===== src/rtl/score_bcd_if.sv =====
// Award handshake and score display bundle for the brick-game score counter.
// The master modport belongs to game logic; the slave modport belongs to the counter.
interface score_bcd_if #(
    parameter int DIGITS = 4
);
    logic                  add_valid;
    logic [3:0]            add_val;
    logic                  add_ready;
    logic                  clear;
    logic                  game_over;
    logic [4*DIGITS-1:0]   score_bcd;
    logic [4*DIGITS-1:0]   high_bcd;
    logic                  done;
    logic                  overflow;

    modport master (
        output add_valid, add_val, clear, game_over,
        input  add_ready, score_bcd, high_bcd, done, overflow
    );

    modport slave (
        input  add_valid, add_val, clear, game_over,
        output add_ready, score_bcd, high_bcd, done, overflow
    );
endinterface


===== src/rtl/score_bcd_counter.sv =====
// Saturating multi-digit BCD score accumulator with high-score tracking.
// Awards ripple through one digit per clock in a working copy, so the displayed score never shows partial sums.
module score_bcd_counter #(
    parameter int DIGITS = 4
) (
    input  logic        clk,
    input  logic        rst,
    score_bcd_if.slave  bus
);
    localparam int W     = 4 * DIGITS;
    localparam int IDX_W = $clog2(DIGITS);
    localparam logic [W-1:0] ALL_NINES = {DIGITS{4'h9}};

    typedef enum logic [1:0] {
        IDLE,
        ADD,
        COMMIT
    } state_e;

    state_e           state_q, state_d;
    logic [W-1:0]     score_q, score_d;
    logic [W-1:0]     high_q, high_d;
    logic [W-1:0]     work_q, work_d;
    logic [IDX_W-1:0] idx_q, idx_d;
    logic [3:0]       carry_q, carry_d;
    logic             overflow_q, overflow_d;
    logic             done_q, done_d;
    logic             pending_go_q, pending_go_d;

    logic [4:0]       digit_sum;
    logic             go_now;

    always_comb begin
        // NOTE: every value driven here gets a default first so no path leaves a latch behind.
        state_d      = state_q;
        score_d      = score_q;
        high_d       = high_q;
        work_d       = work_q;
        idx_d        = idx_q;
        carry_d      = carry_q;
        overflow_d   = overflow_q;
        pending_go_d = pending_go_q;
        done_d       = 1'b0;
        digit_sum    = {1'b0, work_q[4*idx_q +: 4]} + {1'b0, carry_q};
        go_now       = bus.game_over || pending_go_q;

        if (bus.clear) begin
            // A game-over racing the clear still sees the pre-clear score.
            if (go_now && (score_q > high_q)) high_d = score_q;
            score_d      = '0;
            overflow_d   = 1'b0;
            pending_go_d = 1'b0;
            state_d      = IDLE;
        end else begin
            case (state_q)
                IDLE: begin
                    if (go_now) begin
                        if (score_q > high_q) high_d = score_q;
                        pending_go_d = 1'b0;
                    end
                    if (bus.add_valid) begin
                        carry_d = (bus.add_val > 4'd9) ? 4'd9 : bus.add_val;
                        work_d  = score_q;
                        idx_d   = '0;
                        state_d = ADD;
                    end
                end
                ADD: begin
                    if (bus.game_over) pending_go_d = 1'b1;
                    if (digit_sum > 5'd9) begin
                        work_d[4*idx_q +: 4] = 4'(digit_sum - 5'd10);
                        carry_d              = 4'd1;
                    end else begin
                        work_d[4*idx_q +: 4] = digit_sum[3:0];
                        carry_d              = 4'd0;
                    end
                    idx_d = idx_q + 1'b1;
                    // Fixed DIGITS-cycle walk with no early exit keeps latency constant.
                    if (idx_q == IDX_W'(DIGITS - 1)) state_d = COMMIT;
                end
                COMMIT: begin
                    if (bus.game_over) pending_go_d = 1'b1;
                    if (carry_q != 4'd0) begin
                        score_d    = ALL_NINES;
                        overflow_d = 1'b1;
                    end else begin
                        score_d = work_q;
                    end
                    done_d  = 1'b1;
                    state_d = IDLE;
                end
                default: state_d = IDLE;
            endcase
        end
    end

    always_ff @(posedge clk) begin
        // NOTE: state registers use non-blocking assignments so every flop samples pre-edge values.
        if (rst) begin
            state_q      <= IDLE;
            score_q      <= '0;
            high_q       <= '0;
            work_q       <= '0;
            idx_q        <= '0;
            carry_q      <= '0;
            overflow_q   <= 1'b0;
            done_q       <= 1'b0;
            pending_go_q <= 1'b0;
        end else begin
            state_q      <= state_d;
            score_q      <= score_d;
            high_q       <= high_d;
            work_q       <= work_d;
            idx_q        <= idx_d;
            carry_q      <= carry_d;
            overflow_q   <= overflow_d;
            done_q       <= done_d;
            pending_go_q <= pending_go_d;
        end
    end

    assign bus.add_ready = (state_q == IDLE);
    assign bus.score_bcd = score_q;
    assign bus.high_bcd  = high_q;
    assign bus.done      = done_q;
    assign bus.overflow  = overflow_q;
endmodule

===== src/flat_wrapper.sv =====
// flat-port wrapper written by rule: the top's interface ports become plain ports
module score_bcd_counter_flat 
#(
    parameter int DIGITS = 4
)
  (clk, rst, bus_add_valid, bus_add_val, bus_clear, bus_game_over, bus_add_ready, bus_score_bcd, bus_high_bcd, bus_done, bus_overflow);
  score_bcd_if #(.DIGITS(DIGITS)) bus_i ();
  input  logic clk;
  input  logic rst;
  input wire logic [$bits(bus_i.add_valid)-1:0] bus_add_valid;
  input wire logic [$bits(bus_i.add_val)-1:0] bus_add_val;
  input wire logic [$bits(bus_i.clear)-1:0] bus_clear;
  input wire logic [$bits(bus_i.game_over)-1:0] bus_game_over;
  output wire logic [$bits(bus_i.add_ready)-1:0] bus_add_ready;
  output wire logic [$bits(bus_i.score_bcd)-1:0] bus_score_bcd;
  output wire logic [$bits(bus_i.high_bcd)-1:0] bus_high_bcd;
  output wire logic [$bits(bus_i.done)-1:0] bus_done;
  output wire logic [$bits(bus_i.overflow)-1:0] bus_overflow;
  assign bus_i.add_valid = bus_add_valid;
  assign bus_i.add_val = bus_add_val;
  assign bus_i.clear = bus_clear;
  assign bus_i.game_over = bus_game_over;
  assign bus_add_ready = bus_i.add_ready;
  assign bus_score_bcd = bus_i.score_bcd;
  assign bus_high_bcd = bus_i.high_bcd;
  assign bus_done = bus_i.done;
  assign bus_overflow = bus_i.overflow;
  score_bcd_counter #(.DIGITS(DIGITS)) u_core (.clk(clk), .rst(rst), .bus(bus_i));
endmodule

===== config.mk =====
export PLATFORM = sky130hd
export DESIGN_NAME = score_bcd_counter_flat
export DESIGN_NICKNAME = d
export VERILOG_FILES = /design/src/rtl/score_bcd_if.sv /design/src/rtl/score_bcd_counter.sv /design/src/flat_wrapper.sv
export SDC_FILE = /design/constraint.sdc
export NUM_CORES = 1
export LEC_CHECK = 0
export BUFFER_PORTS_ARGS = -buffer_cell sky130_fd_sc_hd__buf_2
export CORE_MARGIN = 1.5
export CORE_UTILIZATION = 55
export DETAILED_ROUTE_END_ITERATION = 12
export GPL_TIMING_DRIVEN = 0
export PLACE_DENSITY_LB_ADDON = 0.25
export SKIP_LAST_GASP = 1
export SYNTH_ARGS = -nofsm -noshare
export SYNTH_HDL_FRONTEND = slang
export SYNTH_SLANG_ARGS = --single-unit

===== constraint.sdc =====
create_clock -name clk -period 4.8 [get_ports clk]
set_input_delay 0.24 -clock clk [delete_from_list [all_inputs] [get_ports clk]]
set_output_delay 0.24 -clock clk [all_outputs]
set_load 0.05 [all_outputs]

==> metrics.md <==
| Metric | Value |
|---|---|
| Sequential area share after synthesis | 34.1% |
| Max-slew headroom | 28.0% |
| Period utilisation layout | 80.8% |
| Most common cell after layout, fill and taps aside | dfxtp_1 |
| Drt total wl | 8340 microns |
| Hold WC Path Type | in -> reg |
| Critical path fanouts, max | 10 |
| Final Max Tran Viols | 0 |
| DP HPWL | 6110 microns |
| Final setup vio count | 0 |
| Routability cong. | 0.902 |
| DRC violations left | 0 |
| Clk_lat worst skew | 0.33 ns |
| Drt wl/cell | 16.4 microns |
| Vias per inst | 5.80 |
| CP max stage cell | mux4_2 |
| Net Sw Frac | 25.8% |
| Non-filler instance count after layout | 510 |
| Crit path launch type | flip-flop |
| EDFF count, synth | 0 |
| Max cap viols | 0 |
| Status | complete, no violations |
| Post-CTS Hold Fix Bufs | 0 |
| Worst setup EP type | flip-flop |
| Input/output buffers | 42 |
| Root buffer cell | clkbuf_8 |
| # H-tree levels | 3 |
| Worst-margin pin slew | 1.07 ns |
| Finished Core Util | 66.1% |
| Worst endpoint data arrival time | 4.13 ns |
| CTS buffer count | 9 |
| Max frequency | 258 MHz |
| Post-CTS sizing | 0 |
| Pleak | 1.53 nW |
| Comb power frac | 10.6% |
| Total power | 1.06 mW |
| Crit Path Category | reg -> reg |
| Clock power share | 41.4% |
| IO Count | 44 |
| Largest net degree at the start of global routing | 11 |
| WHS | 0.171 ns |
| Via count | 2959 |
| Ranking of synthesized cells by area | dfxtp_1 (34%), ha_1 (11%), mux2i_1 (9.2%) |
| Most frequent cells in the layout | dfxtp_1 (59), buf_2 (46), nor2_1 (36) |
| Switching power | 0.273 mW |
| Clock transition at path regs | 0.07 ns |
| Total of warnings raised by yosys | 0 |
| Site Rows | 28 |
| RSZ-0062 raised after global routing | no |
| Setup slack after layout | 0.920 ns |
| Max IR drop VDD | 0.174 mV |
| Number of fill cells | 499 |
| Die extent in x | 82.4 microns |
| Int Power | 0.786 mW |
| Worst-case clock buffer depth | 2 |
| Die Y | 82.4 microns |
| PwrDens | 267 nW/um^2 |
| Final min period | 3.88 ns |
| Area share of the largest cell type after synthesis | 34.1% |
| Final hold violations | 0 |
| Iteration-0 DRC Markers | 232 |
| Area of the mapped netlist | 3470 sq um |
| Syn-to-layout area delta | 14.3% |
| Total setup buffers inserted after CTS | 0 |
| Place WS | 0.939 ns |
| CTS tree | done |
| Setup TNS Final | 0 ns |
| Grt ovf | 0 |
| Tot GR Track Use | 26.0% |
| Mapped Cells | 377 |
| Layout cells sized above 1 | 18.9% |
| Reg power frac | 48.0% |
| DIE AREA | 6790 sq um |
| Clock sinks | 59 |
| Post-synth ARST share | 0% |
| Avg Cell Area, Syn | 9.19 sq um |
| Ant diodes | 0 |
| Final antenna-violating net count | 0 |
| Vias in the first global route | 2543 |
| Critical path's largest stage delay | 0.62 ns |
| Initial antenna violation count | 0 |
| First-pass detailed-route iteration total | 5 |
| Core box area | 5990 sq um |
| # nets final | 470 |
| WP data required | 5.05 ns |
| Syn Nets | 417 |
| Netlist cell types | 54 |
| Placed cell area | 3770 sq um |
| Clk_skew | 0.00640 ns |
| First-pass GRT wire length | 13000 microns |
| Crit-path most repeated cell | ha_1 |
| Largest area contributor in the netlist | dfxtp_1 |
| Cell breakdown of the critical path | clkbuf_1, mux4_2, ha_1, fa_1, xnor2_1, ha_1, nand2_1, a32oi_2, a31oi_4, xnor2_2, a211oi_1, nor3_1 |
| Dpl cells | 494 |
| Initial Utilization | 57.9% |
| Fin area | 3960 sq um |
| Synth Flop Type | dfxtp_1 |
| Yosys reg bits | 59 |
-- Yosys cell counts, drive strengths merged, types with 2 or more instances --
library cell,n
o21a,2
ha,30
nor3,5
or3,3
xnor2,2
o21ai,13
dfxtp,59
a21boi,2
nand3,11
a31oi,7
a211oi,14
a21oi,26
a21o,4
nand4,4
mux4,4
nor2,39
nand3b,4
buf,6
nand2,8
nand2b,35
clkbuf,10
inv,26
a32oi,4
mux2i,32
nor3b,4
nor2b,2
or2,2
a22oi,6
-- cells by family after synthesis --
family | after synthesis | synth area share (%)
AND/OR/NAND/NOR | 123 | 20.4
adder cells (fa/ha/maj) | 31 | 11.4
multiplexers | 36 | 11.8
AO/OA/AOI/OAI | 84 | 16.6
buffers and inverters | 42 | 4.91
flip-flops | 59 | 34.1
XOR/XNOR | 2 | 0.722
-- path summary, 6_finish.rpt --
kind,slack [ns],cells after the start,start,end
setup reg to reg,0.92,12,u_core.idx_q[0]$_SDFFE_PP0P_,u_core.work_q[5]$_SDFFE_PP0P_
setup / recovery,0.92,12,u_core.idx_q[0]$_SDFFE_PP0P_,u_core.work_q[5]$_SDFFE_PP0P_
hold reg to reg,0.45,2,u_core.bus.overflow$_SDFFE_PP0P_,u_core.bus.overflow$_SDFFE_PP0P_
hold / removal,0.17,3,bus_game_over,u_core.pending_go_q$_SDFFE_PP0P_
-- final cells by class --
cell class | instances | area, sq um | share of cell area (%)
repair buffers | 42 | 210 | 5.31
well taps | 75 | 93.8 | 2.37
plain buffers | 16 | 72.6 | 1.83
multi-input cells | 276 | 2110 | 53.4
clock buffers | 15 | 186 | 4.71
flip-flops and latches | 59 | 1180 | 29.8
clock inverters | 1 | 5.00 | 0.126
inverters | 26 | 97.6 | 2.46
-- critical path: cells and delay by family (launching register included) --
| kind | cells | cell delay [ns] |
|---|---|---|
| simple gates | 2 | 0.25 |
| flops | 1 | 0.38 |
| buf+inv | 1 | 0.51 |
| xor+xnor | 2 | 0.67 |
| compound gates | 3 | 0.53 |
| fa+ha+maj | 3 | 0.84 |
| mux | 1 | 0.62 |
-- metal layers --
layer | GRT usage (%) | up-vias | routed length (microns)
met5 | 0 | - | 0
met3 | 5.16 | 9 | 453
met2 | 38.7 | 96 | 3640
met4 | 8.64 | 0 | 107
met1 | 37.5 | 1405 | 4130
li1 | - | 1449 | -
-- sequential cells by signal (all words and copies together), names as in the netlist --
signal and cells:
u_core.work_q 16, u_core.bus.high_bcd 16, u_core.carry_q 4, u_core.bus.score_bcd 16, u_core.bus.overflow 1, u_core.pending_go_q 1
u_core.idx_q 2, u_core.bus.done 1, u_core.state_q 2
-- power by group through the flow --
stage / clock network [mW] / registers (mW) / logic (mW)
after floorplan: 0 / 0.516 / 0.0851
after global placement: 0 / 0.519 / 0.108
after detailed placement: 0 / 0.519 / 0.111
after CTS: 0.437 / 0.508 / 0.111
after global routing: 0.462 / 0.509 / 0.124
final: 0.438 / 0.508 / 0.113
Note: power is estimated with default switching activity, not from simulation.
